## src/rtl/alu_sequencer_pkg.sv

```systemverilog
// Shared ALU opcode constants for the sequencer slice.
// Optional ILLEGAL_OP_EN build flag lives in alu_sequencer.sv.
package alu_sequencer_pkg;

  typedef enum logic [2:0] {
    OP_ADD  = 3'd0,
    OP_SUB  = 3'd1,
    OP_ADDI = 3'd2,
    OP_ROW  = 3'd3,
    OP_COL  = 3'd4,
    OP_INCL = 3'd5,
    OP_F    = 3'd6,
    OP_RSV  = 3'd7
  } alu_op_e;

endpackage

```

## src/rtl/alu_sequencer_if.sv

```systemverilog
// Decoder -> sequencer request channel (valid/ready).
// master = decoder side, slave = sequencer side.
interface alu_sequencer_if #(
  parameter int REG_AW = 3
);

  logic              req_valid;
  logic              req_ready;
  logic [2:0]        req_opcode;
  logic [REG_AW-1:0] req_ra;
  logic [REG_AW-1:0] req_rb;
  logic [REG_AW-1:0] req_rd;
  logic [7:0]        req_imm;

  modport master (
    output req_valid,
    output req_opcode,
    output req_ra,
    output req_rb,
    output req_rd,
    output req_imm,
    input  req_ready
  );

  modport slave (
    input  req_valid,
    input  req_opcode,
    input  req_ra,
    input  req_rb,
    input  req_rd,
    input  req_imm,
    output req_ready
  );

endinterface

```

## src/rtl/alu_sequencer.sv

```systemverilog
// Fixed-latency ALU strobe sequencer: IDLE->A->B->EX->WB.
// `define ILLEGAL_OP_EN to trap opcode 7 (err pulse) instead of NOP.
module alu_sequencer
  import alu_sequencer_pkg::*;
#(
  parameter int REG_AW = 3
) (
  input  logic              clk,
  input  logic              reset,
  alu_sequencer_if.slave    req,
  output logic [REG_AW-1:0] rf_raddr,
  output logic              rf_re,
  output logic [REG_AW-1:0] rf_waddr,
  output logic              rf_we,
  output logic              imm_sel,
  output logic [7:0]        imm_out,
  output logic              c_ain,
  output logic              c_bin,
  output logic              c_alu,
  output logic              c_aout,
  output logic              busy,
  output logic              done,
  output logic              err
);

  typedef enum logic [2:0] {
    IDLE = 3'd0,
    S_A  = 3'd1,
    S_B  = 3'd2,
    S_EX = 3'd3,
    S_WB = 3'd4
  } state_e;

  state_e            state;
  state_e            state_nx;
  alu_op_e           op_q;
  logic [REG_AW-1:0] ra_q;
  logic [REG_AW-1:0] rb_q;
  logic [REG_AW-1:0] rd_q;
  logic [7:0]        imm_q;
  logic              hs;

  assign req.req_ready = (state == IDLE) && !reset;
  assign hs            = req.req_valid && req.req_ready;

  always_ff @(posedge clk) begin
    if (reset) begin
      state <= IDLE;
      op_q  <= OP_ADD;
      ra_q  <= '0;
      rb_q  <= '0;
      rd_q  <= '0;
      imm_q <= '0;
    end else begin
      state <= state_nx;
      if (hs) begin
        op_q  <= alu_op_e'(req.req_opcode);
        ra_q  <= req.req_ra;
        rb_q  <= req.req_rb;
        rd_q  <= req.req_rd;
        imm_q <= req.req_imm;
      end
    end
  end

  always_comb begin
    state_nx = state;
    rf_raddr = '0;
    rf_re    = 1'b0;
    rf_waddr = '0;
    rf_we    = 1'b0;
    imm_sel  = 1'b0;
    imm_out  = '0;
    c_ain    = 1'b0;
    c_bin    = 1'b0;
    c_alu    = 1'b0;
    c_aout   = 1'b0;
    done     = 1'b0;
    err      = 1'b0;
    busy     = (state != IDLE);
    unique case (state)
      IDLE: begin
        if (hs) begin
`ifdef ILLEGAL_OP_EN
          if (alu_op_e'(req.req_opcode) == OP_RSV)
            state_nx = S_WB;
          else
            state_nx = S_A;
`else
          state_nx = S_A;
`endif
        end
      end
      S_A: begin
        rf_raddr = ra_q;
        rf_re    = 1'b1;
        c_ain    = 1'b1;
        state_nx = S_B;
      end
      S_B: begin
        // ADDI sources operand b from the immediate driver
        if (op_q == OP_ADDI) begin
          imm_sel = 1'b1;
          imm_out = imm_q;
        end else begin
          rf_raddr = rb_q;
          rf_re    = 1'b1;
        end
        c_bin    = 1'b1;
        state_nx = S_EX;
      end
      S_EX: begin
        c_alu    = (op_q != OP_RSV);
        state_nx = S_WB;
      end
      S_WB: begin
        done = 1'b1;
        if (op_q == OP_RSV) begin
`ifdef ILLEGAL_OP_EN
          err = 1'b1;
`endif
        end else if (op_q != OP_F) begin
          c_aout   = 1'b1;
          rf_we    = 1'b1;
          rf_waddr = rd_q;
        end
        state_nx = IDLE;
      end
      default: state_nx = IDLE;
    endcase
  end

endmodule

```

## src/flat_wrapper.sv

```systemverilog
// flat-port wrapper written by rule: the top's interface ports become plain ports
module alu_sequencer_flat import alu_sequencer_pkg::*;
#(
  parameter int REG_AW = 3
)
  (clk, reset, rf_raddr, rf_re, rf_waddr, rf_we, imm_sel, imm_out, c_ain, c_bin, c_alu, c_aout, busy, done, err, req_req_valid, req_req_opcode, req_req_ra, req_req_rb, req_req_rd, req_req_imm, req_req_ready);
  alu_sequencer_if #(.REG_AW(REG_AW)) req_i ();
  input  logic clk;
  input  logic reset;
  output logic [REG_AW-1:0] rf_raddr;
  output logic rf_re;
  output logic [REG_AW-1:0] rf_waddr;
  output logic rf_we;
  output logic imm_sel;
  output logic [7:0] imm_out;
  output logic c_ain;
  output logic c_bin;
  output logic c_alu;
  output logic c_aout;
  output logic busy;
  output logic done;
  output logic err;
  input wire logic [$bits(req_i.req_valid)-1:0] req_req_valid;
  input wire logic [$bits(req_i.req_opcode)-1:0] req_req_opcode;
  input wire logic [$bits(req_i.req_ra)-1:0] req_req_ra;
  input wire logic [$bits(req_i.req_rb)-1:0] req_req_rb;
  input wire logic [$bits(req_i.req_rd)-1:0] req_req_rd;
  input wire logic [$bits(req_i.req_imm)-1:0] req_req_imm;
  output wire logic [$bits(req_i.req_ready)-1:0] req_req_ready;
  assign req_i.req_valid = req_req_valid;
  assign req_i.req_opcode = req_req_opcode;
  assign req_i.req_ra = req_req_ra;
  assign req_i.req_rb = req_req_rb;
  assign req_i.req_rd = req_req_rd;
  assign req_i.req_imm = req_req_imm;
  assign req_req_ready = req_i.req_ready;
  alu_sequencer #(.REG_AW(REG_AW)) u_core (.clk(clk), .reset(reset), .req(req_i), .rf_raddr(rf_raddr), .rf_re(rf_re), .rf_waddr(rf_waddr), .rf_we(rf_we), .imm_sel(imm_sel), .imm_out(imm_out), .c_ain(c_ain), .c_bin(c_bin), .c_alu(c_alu), .c_aout(c_aout), .busy(busy), .done(done), .err(err));
endmodule
```

## config.mk

```make
export PLATFORM = sky130hd
export DESIGN_NAME = alu_sequencer_flat
export DESIGN_NICKNAME = d
export VERILOG_FILES = /design/src/rtl/alu_sequencer_pkg.sv /design/src/rtl/alu_sequencer_if.sv /design/src/rtl/alu_sequencer.sv /design/src/flat_wrapper.sv
export SDC_FILE = /design/constraint.sdc
export NUM_CORES = 1
export LEC_CHECK = 0
export BUFFER_PORTS_ARGS = -buffer_cell sky130_fd_sc_hd__buf_2
export CAP_MARGIN = 20
export CELL_PAD_IN_SITES_DETAIL_PLACEMENT = 1
export CELL_PAD_IN_SITES_GLOBAL_PLACEMENT = 1
export CORE_ASPECT_RATIO = 1.1
export CORE_MARGIN = 10
export CORE_UTILIZATION = 25
export DETAILED_ROUTE_END_ITERATION = 12
export PLACE_DENSITY_LB_ADDON = 0.1
export SYNTH_ARGS = -nofsm -noshare
export SYNTH_HDL_FRONTEND = slang
export SYNTH_SLANG_ARGS = --single-unit
```

## constraint.sdc

```tcl
create_clock -name clk -period 1.95 [get_ports clk]
set_clock_uncertainty 0.2 [all_clocks]
set_input_delay 0.0975 -clock clk [delete_from_list [all_inputs] [get_ports clk]]
set_output_delay 0.0975 -clock clk [all_outputs]
set_load 0.05 [all_outputs]
```

Yosys cells after proc, flatten, opt, wreduce, memory -nomap -nowiden
Index checks and enable logic that the tools add are counted.
{ "op_classes": {"n_eq_ne": 9, "n_mux": 20, "n_reduce_logical": 5} }
{ "op_table": {"columns": ["operator", "count"], "rows": [
  ["$mux W8", 2],
  ["$mux W3", 5],
  ["$pmux W3 S4", 1],
  ["$mux W1", 10],
  ["$eq A3 B2 Y1 const B", 3],
  ["$eq A3 B3 Y1 const B", 2],
  ["$ne A3 B3 Y1 const B", 2],
  ["$pmux W3 S2", 1],
  ["$eq A3 B1 Y1 const B", 1],
  ["$logic_not A3 Y1", 1],
  ["$reduce_bool A3 Y1", 1],
  ["$logic_and A1 B1 Y1", 2],
  ["$ne A2 B1 Y1 const B", 1],
  ["$pmux W1 S2", 1],
  ["$logic_not A1 Y1", 1]
]} }
{ "totals": {"ff_bits": 23, "inputBits": 23, "out_inout_bits": 25, "word_cells": 40} }

Logic depth before layout (Yosys ltp)
Gate-level depths: netlist of the first run.
{ "logic_depth": {"ltp_word": 5, "mapped_depth": 5, "depth_no_buf": 3} }

Worst setup path before layout of the first run
OpenSTA, ideal clock, no wires.
{ "synth_timing": {"kind": "register -> output", "startpoint": "register u_core.state[1]", "endpoint": "output rf_raddr[0]", "arrival_ns": 2.378, "required_time_ns": 1.652, "path_slack_ns": -0.725, "stages_incl_launch_ff": 4, "n_path_buf": 1, "cell_sequence": "dfxtp_1 buf_4 nor3b_1 a32o_1"} }
{ "synth_via": {"elab_chain_len": 2, "elab_cells_between_ends": 3} }
{ "synth_rtl": {"columns": ["element", "line_no", "source"], "rows": [
  ["from (decl)", "alu_sequencer.sv:34", "state_e state;"],
  ["from (signal assigned)", "alu_sequencer.sv:55", "state <= state_nx;"],
  ["$eq A3 B2 Y1 / $eq A3 B1 Y1 (equally long branches)", "alu_sequencer.sv:81", "unique case (state)"],
  ["$pmux W3 S2 (*)", "alu_sequencer.sv:81", null],
  ["to (decl)", "flat_wrapper.sv:10", "output logic [REG_AW-1:0] rf_raddr;"]
]} }
Every way passes the cells marked *; elsewhere a longest branch is shown, timed or not.

Worst setup path in the final report of the first run
{ "layout_timing": {"startpoint": "register u_core.state[2]", "endpoint": "output rf_raddr[0]"} }
Same word-level chain as after synthesis.

==> results of run 1 <==
==> worst max-delay path by stage <==
stage                    start     endpoint  slack [ns]  cells past startpoint
5_1_grt        u_core.state[2]   imm_out[2]       0.009                      3
2_1_floorplan  u_core.state[2]  rf_waddr[0]       -0.38                      2
3_5_place_dp   u_core.state[2]  rf_raddr[0]        0.04                      4
4_1_cts        u_core.state[1]  rf_raddr[0]        0.02                      4
6_report       u_core.state[2]  rf_raddr[0]        0.07                      4
3_3_place_gp   u_core.state[2]  rf_raddr[0]         0.1                      4
==> state kept, by name (all words and copies together) (netlist names) <==
| register | flops |
|---|---|
| u_core.rb_q | 3 |
| u_core.rd_q | 3 |
| u_core.op_q | 3 |
| u_core.imm_q | 8 |
| u_core.state | 3 |
| u_core.ra_q | 3 |
==> cell families (layout without fill, tap and decap cells) <==
family,count (synthesis),after routing,synth area share (%)
simple gates,46,47,20.5
buf+inv,37,99,15.7
compound gates,25,25,21.9
flops,23,23,40.8
other cells,1,1,0.332
xor+xnor,1,1,0.775
==> area by class of cell <==
type | instances | area share, %
Clock buffer | 4 | 2.63
Multi-Input combinational cell | 74 | 31.3
Timing Repair Buffer | 72 | 29.8
Inverter | 23 | 5.04
Tap cell | 54 | 3.94
Sequential cell | 23 | 27.2
==> layout by cell type (no fill, tap or decap), drive strengths merged <==
| cell type | netlist | layout |
|---|---|---|
| buf | 10 | 49 |
| inv | 23 | 23 |
| dfxtp | 23 | 23 |
| nand2 | 20 | 20 |
| dlygate4sd3 | 0 | 20 |
| o32ai | 20 | 20 |
| nor3 | 12 | 12 |
| clkbuf | 4 | 7 |
| or3b | 3 | 4 |
| nor2 | 4 | 4 |
| a32o | 3 | 3 |
| or3 | 1 | 1 |
| nor3b | 1 | 1 |
| and2 | 1 | 1 |
| a21o | 1 | 1 |
| or4 | 1 | 1 |
| nand3b | 1 | 1 |
| a21oi | 1 | 1 |
| nor4b | 1 | 1 |
| xnor2 | 1 | 1 |
| nor4 | 1 | 1 |
| conb | 1 | 1 |
==> where the power goes <==
group	switching (mW)	internal, mW	leakage, nW
Sequential	0.0247	0.510	0.190
Clock	0.157	0.146	0.0228
Combinational	0.229	0.144	0.526
==> per-stage QoR <==
step	instance area, µm²	power [mW]	instances	hold WS (ns)
2_1_floorplan	1140	0.789	133	0.0144
3_3_place_gp	1400	0.866	225	0.152
3_5_place_dp	1400	0.874	225	0.164
4_1_cts	1690	1.22	250	0.144
5_1_grt	1710	1.28	250	0.177
6_report	1710	1.21	250	0.152
==> metal layers <==
layer / track usage, % / vias to the layer above / share of wire, %
met4: 2.93 / 0 / 0.53
met5: 0 / - / 0
met3: 2.62 / 2 / 4.4
met2: 17.7 / 20 / 51
li1: - / 583 / -
met1: 11.7 / 568 / 44
==> what timing repair did <==
| action | in CTS | in global routing |
|---|---|---|
| hold buffers | 20 | 0 |
| endpoints found under the setup margin | 19 | 14 |
| cloned | 1 | 0 |
| resized for setup | 14 | 8 |
| hold endpoints to repair | 20 | 0 |
==> worst max-delay path, delay by kind of cell (launching register included) <==
kind | cells | cell delay, ns
compound gates | 1 | 0.20
simple gates | 1 | 0.46
buf+inv | 2 | 0.28
flops | 1 | 0.39
==> flow_summary.json, run 1 <==
{
  "min_to": "u_core.state[2]",
  "critical_path_class": "register to output port",
  "cts_root_buf": "clkbuf_8",
  "synth_nets": 156,
  "ios": 48,
  "crit_chain": "or3b_4 -> inv_2 -> a32o_1 -> buf_6",
  "netlist_area_um2": 1130,
  "vias_per_cell": 4.69,
  "fin_crit_sh_pct": 96.3,
  "r2r_slack_ns": 0.38,
  "crit_required_ns": 1.65,
  "core_um2": 4350,
  "synthTopCellsByArea": "dfxtp_1 (41%), o32ai_1 (12%), inv_1 (7.3%)",
  "drc": 0,
  "diodes": 0,
  "die_y_um": 90.5,
  "dr.pass1.iters": 2,
  "utilization_pct": 39.4,
  "yosysWarnings": 0,
  "drv_slew": 0,
  "min-delay-start": "reset",
  "first_iter_violations": 39,
  "rr_startpoint": "u_core.state[2]",
  "finalSetupViolations": 0,
  "grt.overflow.total": 0,
  "async_flop_share_pct": 0,
  "avgSynthCellArea_um2": 8.49,
  "ctsHtreeMaxLevel": 1,
  "maxCapViolations": 0,
  "max_freq_mhz": 532,
  "drtAntennaViolNets": 0,
  "rows": 25,
  "initial_core_util_pct": 26.0,
  "drive_above_1_share_pct": 37.8,
  "finalNetCount": 220,
  "setup_ws_ns": 0.0720,
  "synth_top_cell_by_area": "dfxtp_1",
  "p_per_area_nw_per_um2": 707,
  "antenna_found_initial": 0,
  "r2r_cells": 3,
  "cts_sinks": 23,
  "seq_area_frac_synth_pct": 40.8,
  "fp.dieW_um": 84.1,
  "status": "finished, final reports clean",
  "dp_hpwl_mm": 2.73,
  "place_ws_ns": 0.0441,
  "multi_input_area_um2": 537,
  "netlist_top_cells_count": "dfxtp_1 (23), inv_1 (22), nand2_1 (20)",
  "endpoint_kind": "output port",
  "die_area_um2": 7610,
  "grt_max_degree": 24,
  "port_buffers": 46,
  "cp_slowest_cell": "or3b_4",
  "wl_per_cell_um": 15.8,
  "clk_pin_slew_ns": 0.08,
  "area_growth_pct": 51.6,
  "finalSetupTns_ns": 0,
  "n_fill_cell": 530,
  "rsz0062_at_grt": "false",
  "cts_buffer_depth": 2,
  "p_leak_nw": 0.739,
  "syn-instance-count": 133,
  "synth_enable_flop_cells": 0,
  "timing_hold_violations_final": 0,
  "hold_path.class": "input pin to register",
  "cts_tree": "done",
  "arrival_ns": 1.58,
  "grt_pass1_wl_mm": 6.45,
  "regArea_um2": 467,
  "clock_latency_ns": 0.26,
  "cp_max_fo": 10,
  "gp_congestion": 0.722,
  "vdd_drop_max_uv": 277,
  "min_delay_path_depth": 3,
  "first_global_vias": 1296,
  "numCtsBuffers": 3,
  "synth_seq_cells": 23,
  "gr-usage-all-layers_pct": 10.1,
  "critPathMaxStageDelay_ns": 0.46,
  "vias": 1173,
  "ys_types": 26,
  "yosys.cell_count.top_type": "dfxtp_1",
  "wl_mm": 3.95,
  "critPathLaunchType": "register",
  "cts_setup_buffers": 0,
  "min_period_ns": 1.88,
  "synthFlopType": "dfxtp_1",
  "synth_top_area_share_pct": 40.8,
  "r2r-end": "u_core.imm_q[3]"
}
No activity file was read; power rests on OpenSTA's default activity.
==> run 2: changes to the inputs <==
- CORE_UTILIZATION: 25 -> 33
==> flow_summary.json, run 2 (synthesis results as in run 1) <==
{
  "status": "finished, final reports clean",
  "p_per_area_nw_per_um2": 655,
  "min_delay_path_depth": 4,
  "critPathLaunchType": "register",
  "top_register": "u_core.imm_q",
  "grt.overflow.total": 0,
  "max_freq_mhz": 528,
  "gp_congestion": 0.694,
  "largest_reg_flops": 8,
  "dr.pass1.iters": 4,
  "die_y_um": 81.4,
  "clk_pin_slew_ns": 0.14,
  "first_global_vias": 1306,
  "r2r_cells": 5,
  "cp_slowest_cell": "or4_4",
  "p_leak_nw": 0.758,
  "place_area_um2": 1410,
  "cts_root_buf": "clkbuf_4",
  "critPathMaxStageDelay_ns": 0.51,
  "fin_crit_sh_pct": 97.2,
  "grt_pass1_wl_mm": 6.12,
  "core_um2": 3330,
  "initial_core_util_pct": 33.9,
  "clock_latency_ns": 0.30,
  "rsz0062_at_grt": "true",
  "drc": 0,
  "endpoint_kind": "output port",
  "area_growth_pct": 57.6,
  "rr_startpoint": "u_core.state[1]",
  "diodes": 0,
  "wl_mm": 4.01,
  "min-delay-start": "req_req_valid",
  "min_to": "u_core.op_q[1]",
  "maxCapViolations": 0,
  "cp_max_fo": 6,
  "finalNetCount": 224,
  "crit_chain": "buf_4 -> or4_4 -> inv_1 -> buf_6",
  "r2r_slack_ns": 0.08,
  "gr-usage-all-layers_pct": 12.4,
  "vias": 1216,
  "min_period_ns": 1.90,
  "critical_path.top_delay_family": "simple AND/OR/NAND/NOR gates",
  "finalSetupTns_ns": 0,
  "arrival_ns": 1.60,
  "vias_per_cell": 4.90,
  "hold_path.class": "input pin to register",
  "drtAntennaViolNets": 0,
  "grt_max_degree": 24,
  "rows": 22,
  "layout_commonest_cell": "buf_2",
  "timing_hold_violations_final": 0,
  "met3_usage_pct": 2.56,
  "r2r-end": "u_core.op_q[0]",
  "cts_buffer_depth": 2,
  "ios": 48,
  "fp.dieW_um": 75.8,
  "die_area_um2": 6170,
  "gr-usage-met1_pct": 14.5,
  "stdcell_area_um2": 1780,
  "final_cell_mix": "buf_2 (28), inv_1 (22), buf_4 (21), nand2_1 (20), dlygate4sd3_1 (20)",
  "antenna_found_initial": 0,
  "finalSetupViolations": 0,
  "drive_above_1_share_pct": 42.0,
  "ctsHtreeMaxLevel": 1,
  "numCtsBuffers": 3,
  "first_iter_violations": 47,
  "crit_required_ns": 1.65,
  "wl_per_cell_um": 16.2,
  "critical_path_class": "register to output port",
  "drv_slew": 0,
  "vdd_drop_max_uv": 246,
  "critPathBufInv": 3,
  "cts_tree": "done",
  "top_usage_layer": "met2",
  "port_buffers": 46,
  "cts_sinks": 23,
  "dp_hpwl_mm": 2.74,
  "use_met2_pct": 22.4
}
## run 2: through the flow
stage	hold WS [ns]	setup WS, ns	power, mW	cells	util, %
after floorplan	0.0144	-0.382	0.789	133	-
after global placement	0.154	0.171	0.865	221	42.3
after detailed placement	0.166	0.136	0.876	221	42.3
after CTS	0.0669	-0.0274	1.15	246	51.5
after global routing	0.0501	-0.0148	1.23	248	53.5
final	0.0735	0.0546	1.17	248	53.5
## run 2: final cells by class
type | instances | area [µm²]
clock buffers | 3 | 22.5
clock inverters | 1 | 5.00
fillers | 410 | 1550
inverters | 23 | 88.8
multi-input cells | 75 | 569
flip-flops and latches | 23 | 469
well taps | 48 | 60.1
repair buffers | 75 | 566
## run 2: worst max-delay path by stage
| stage | from | endpoint | slack (ns) | depth (start not counted) |
|---|---|---|---|---|
| 3_3_place_gp | u_core.state[1] | rf_raddr[2] | 0.17 | 4 |
| 2_1_floorplan | u_core.state[2] | rf_waddr[0] | -0.38 | 2 |
| 5_1_grt | u_core.state[1] | rf_raddr[2] | -0.01 | 4 |
| 6_report | u_core.state[1] | req_req_ready | 0.05 | 4 |
| 3_5_place_dp | u_core.state[1] | rf_raddr[2] | 0.14 | 4 |
| 4_1_cts | u_core.state[0] | rf_waddr[1] | -0.03 | 3 |
## run 2: routing by layer
layer,wire [µm],share of wire (%)
met1,1690,42
met2,2040,51
met3,253,6.3
met4,26,0.65
met5,0,0
## run 2: worst register-to-register path, stage by stage, from the launching register on
cell and delay (ns):
dfxtp_4 0.38, buf_4 0.16, or4_4 0.51, buf_4 0.19, buf_4 0.20, o32ai_1 0.14
## run 2: repair_timing
| action | in CTS | in global routing |
|---|---|---|
| cloned | 0 | 2 |
| hold endpoints to repair | 20 | 0 |
| setup endpoints to repair | 18 | 19 |
| gates resized for setup | 23 | 22 |
| buffers inserted | 1 | 0 |
| pin swaps | 1 | 0 |
| hold buffers | 20 | 0 |
## run 2: report_power, final
group | internal [mW] | switching (mW)
clock network | 0.0766 | 0.152
registers | 0.512 | 0.0228
logic | 0.161 | 0.241
==> run 3: changes to the inputs <==
- CORE_MARGIN: 10 -> 8
- CORE_UTILIZATION: 33 -> 30
==> flow_summary.json, run 3 (synthesis results as in run 1) <==
{
  "finalSetupTns_ns": 0,
  "die_area_um2": 5990,
  "rows": 23,
  "vias_per_cell": 4.71,
  "ios": 48,
  "dr.pass1.iters": 4,
  "dp_hpwl_mm": 2.60,
  "top_register": "u_core.imm_q",
  "largest_reg_flops": 8,
  "cp_max_fo": 8,
  "die_y_um": 80.4,
  "cts_root_buf": "clkbuf_8",
  "core_um2": 3630,
  "antenna_found_initial": 0,
  "port_buffers": 46,
  "maxCapViolations": 0,
  "initial_core_util_pct": 31.2,
  "n_fill_cell": 440,
  "fin_crit_sh_pct": 97.0,
  "first_iter_violations": 44,
  "clk_pin_slew_ns": 0.08,
  "p_per_area_nw_per_um2": 697,
  "vias": 1177,
  "cts_sinks": 23,
  "critical_path_class": "register to output port",
  "utilization_pct": 48.5,
  "place_ws_ns": 0.0989,
  "grt_pass1_wl_mm": 6.09,
  "area_growth_pct": 55.6,
  "min_period_ns": 1.89,
  "first_global_vias": 1257,
  "hold_path.class": "input pin to register",
  "crit_required_ns": 1.65,
  "drive_above_1_share_pct": 39.5,
  "gr-usage-all-layers_pct": 12.9,
  "fp.dieW_um": 74.5,
  "endpoint_kind": "output port",
  "numCtsBuffers": 3,
  "drc": 0,
  "timing_hold_violations_final": 0,
  "layout_commonest_cell": "buf_2",
  "status": "finished, final reports clean",
  "final_cell_mix": "buf_2 (31), inv_1 (21), nand2_1 (20), dlygate4sd3_1 (20), dfxtp_1 (20)",
  "rsz0062_at_grt": "true",
  "grt_max_degree": 24,
  "clock_latency_ns": 0.26,
  "finalSetupViolations": 0,
  "drv_slew": 0,
  "cts_tree": "done",
  "instances_no_fill": 250,
  "gp_congestion": 0.714,
  "wl_mm": 3.69,
  "critPathLaunchType": "register",
  "ctsHtreeMaxLevel": 1,
  "setup_ws_ns": 0.0594,
  "p_leak_nw": 0.757,
  "grt.overflow.total": 0,
  "cts_buffer_depth": 2,
  "drtAntennaViolNets": 0,
  "cp_slowest_cell": "or4_4",
  "diodes": 0,
  "wl_per_cell_um": 14.8,
  "finalNetCount": 224,
  "max_freq_mhz": 529,
  "arrival_ns": 1.59,
  "whs_ns": 0.0187,
  "critPathMaxStageDelay_ns": 0.58,
  "place_inst": 223,
  "crit_chain": "buf_4 -> or4_4 -> inv_2 -> buf_6",
  "vdd_drop_max_uv": 322
}
run 3: cell count changes in the layout (fill, tap and decap cells not counted), sizes merged:
cell    change
or3b        -2
buf         -3
clkbuf      +6
clkinv      -1
run 3: through the flow:
step	total power, mW	instance area, µm²
after floorplan	0.789	1140
after global placement	0.864	1410
after detailed placement	0.873	1410
after CTS	1.22	1690
after global routing	1.30	1760
final	1.22	1760
run 3: what timing repair did:
action                     4_1_cts  5_1_grt
hold buffers                    20        0
pin swaps                        2        1
setup buffers                    0        3
setup endpoints to repair       20       14
hold endpoints to repair        20        0
gates resized for setup         11       22
run 3: per-layer routing:
layer / share of wire, % / track usage (%) / vias to the layer above
met4: 0.81 / 2.94 / 0
met2: 51 / 21.9 / 25
li1: - / - / 590
met5: 0 / 0 / -
met1: 43 / 15.2 / 558
met3: 5.6 / 3.99 / 4
run 3: area by class of cell:
class / count / area, µm² / share of cell area, %
well taps: 50 / 62.6 / 3.56
clock buffers: 4 / 45.0 / 2.56
flip-flops and latches: 23 / 464 / 26.4
repair buffers: 77 / 566 / 32.2
multi-input cells: 73 / 532 / 30.2
inverters: 23 / 88.8 / 5.05
run 3: critical path: cells and delay by family (launching register included):
family | cells | cell delay (ns)
buffers and inverters | 3 | 0.40
flip-flops | 1 | 0.36
AND/OR/NAND/NOR | 1 | 0.58
run 3: worst paths after layout:
check | from | end | slack (ns) | cells after the start
max | u_core.state[0] | req_req_ready | 0.06 | 4
min | reset | u_core.op_q[1] | 0.02 | 3
max reg2reg | u_core.state[0] | u_core.imm_q[2] | 0.16 | 5
min reg2reg | u_core.state[2] | u_core.state[0] | 0.28 | 1
run 3: report_power, final:
| group | total (mW) | internal, mW | switching, mW |
|---|---|---|---|
| clock | 0.302 | 0.146 | 0.156 |
| sequential | 0.530 | 0.511 | 0.0193 |
| combinational | 0.393 | 0.159 | 0.234 |
| total | 1.22 | 0.816 | 0.409 |
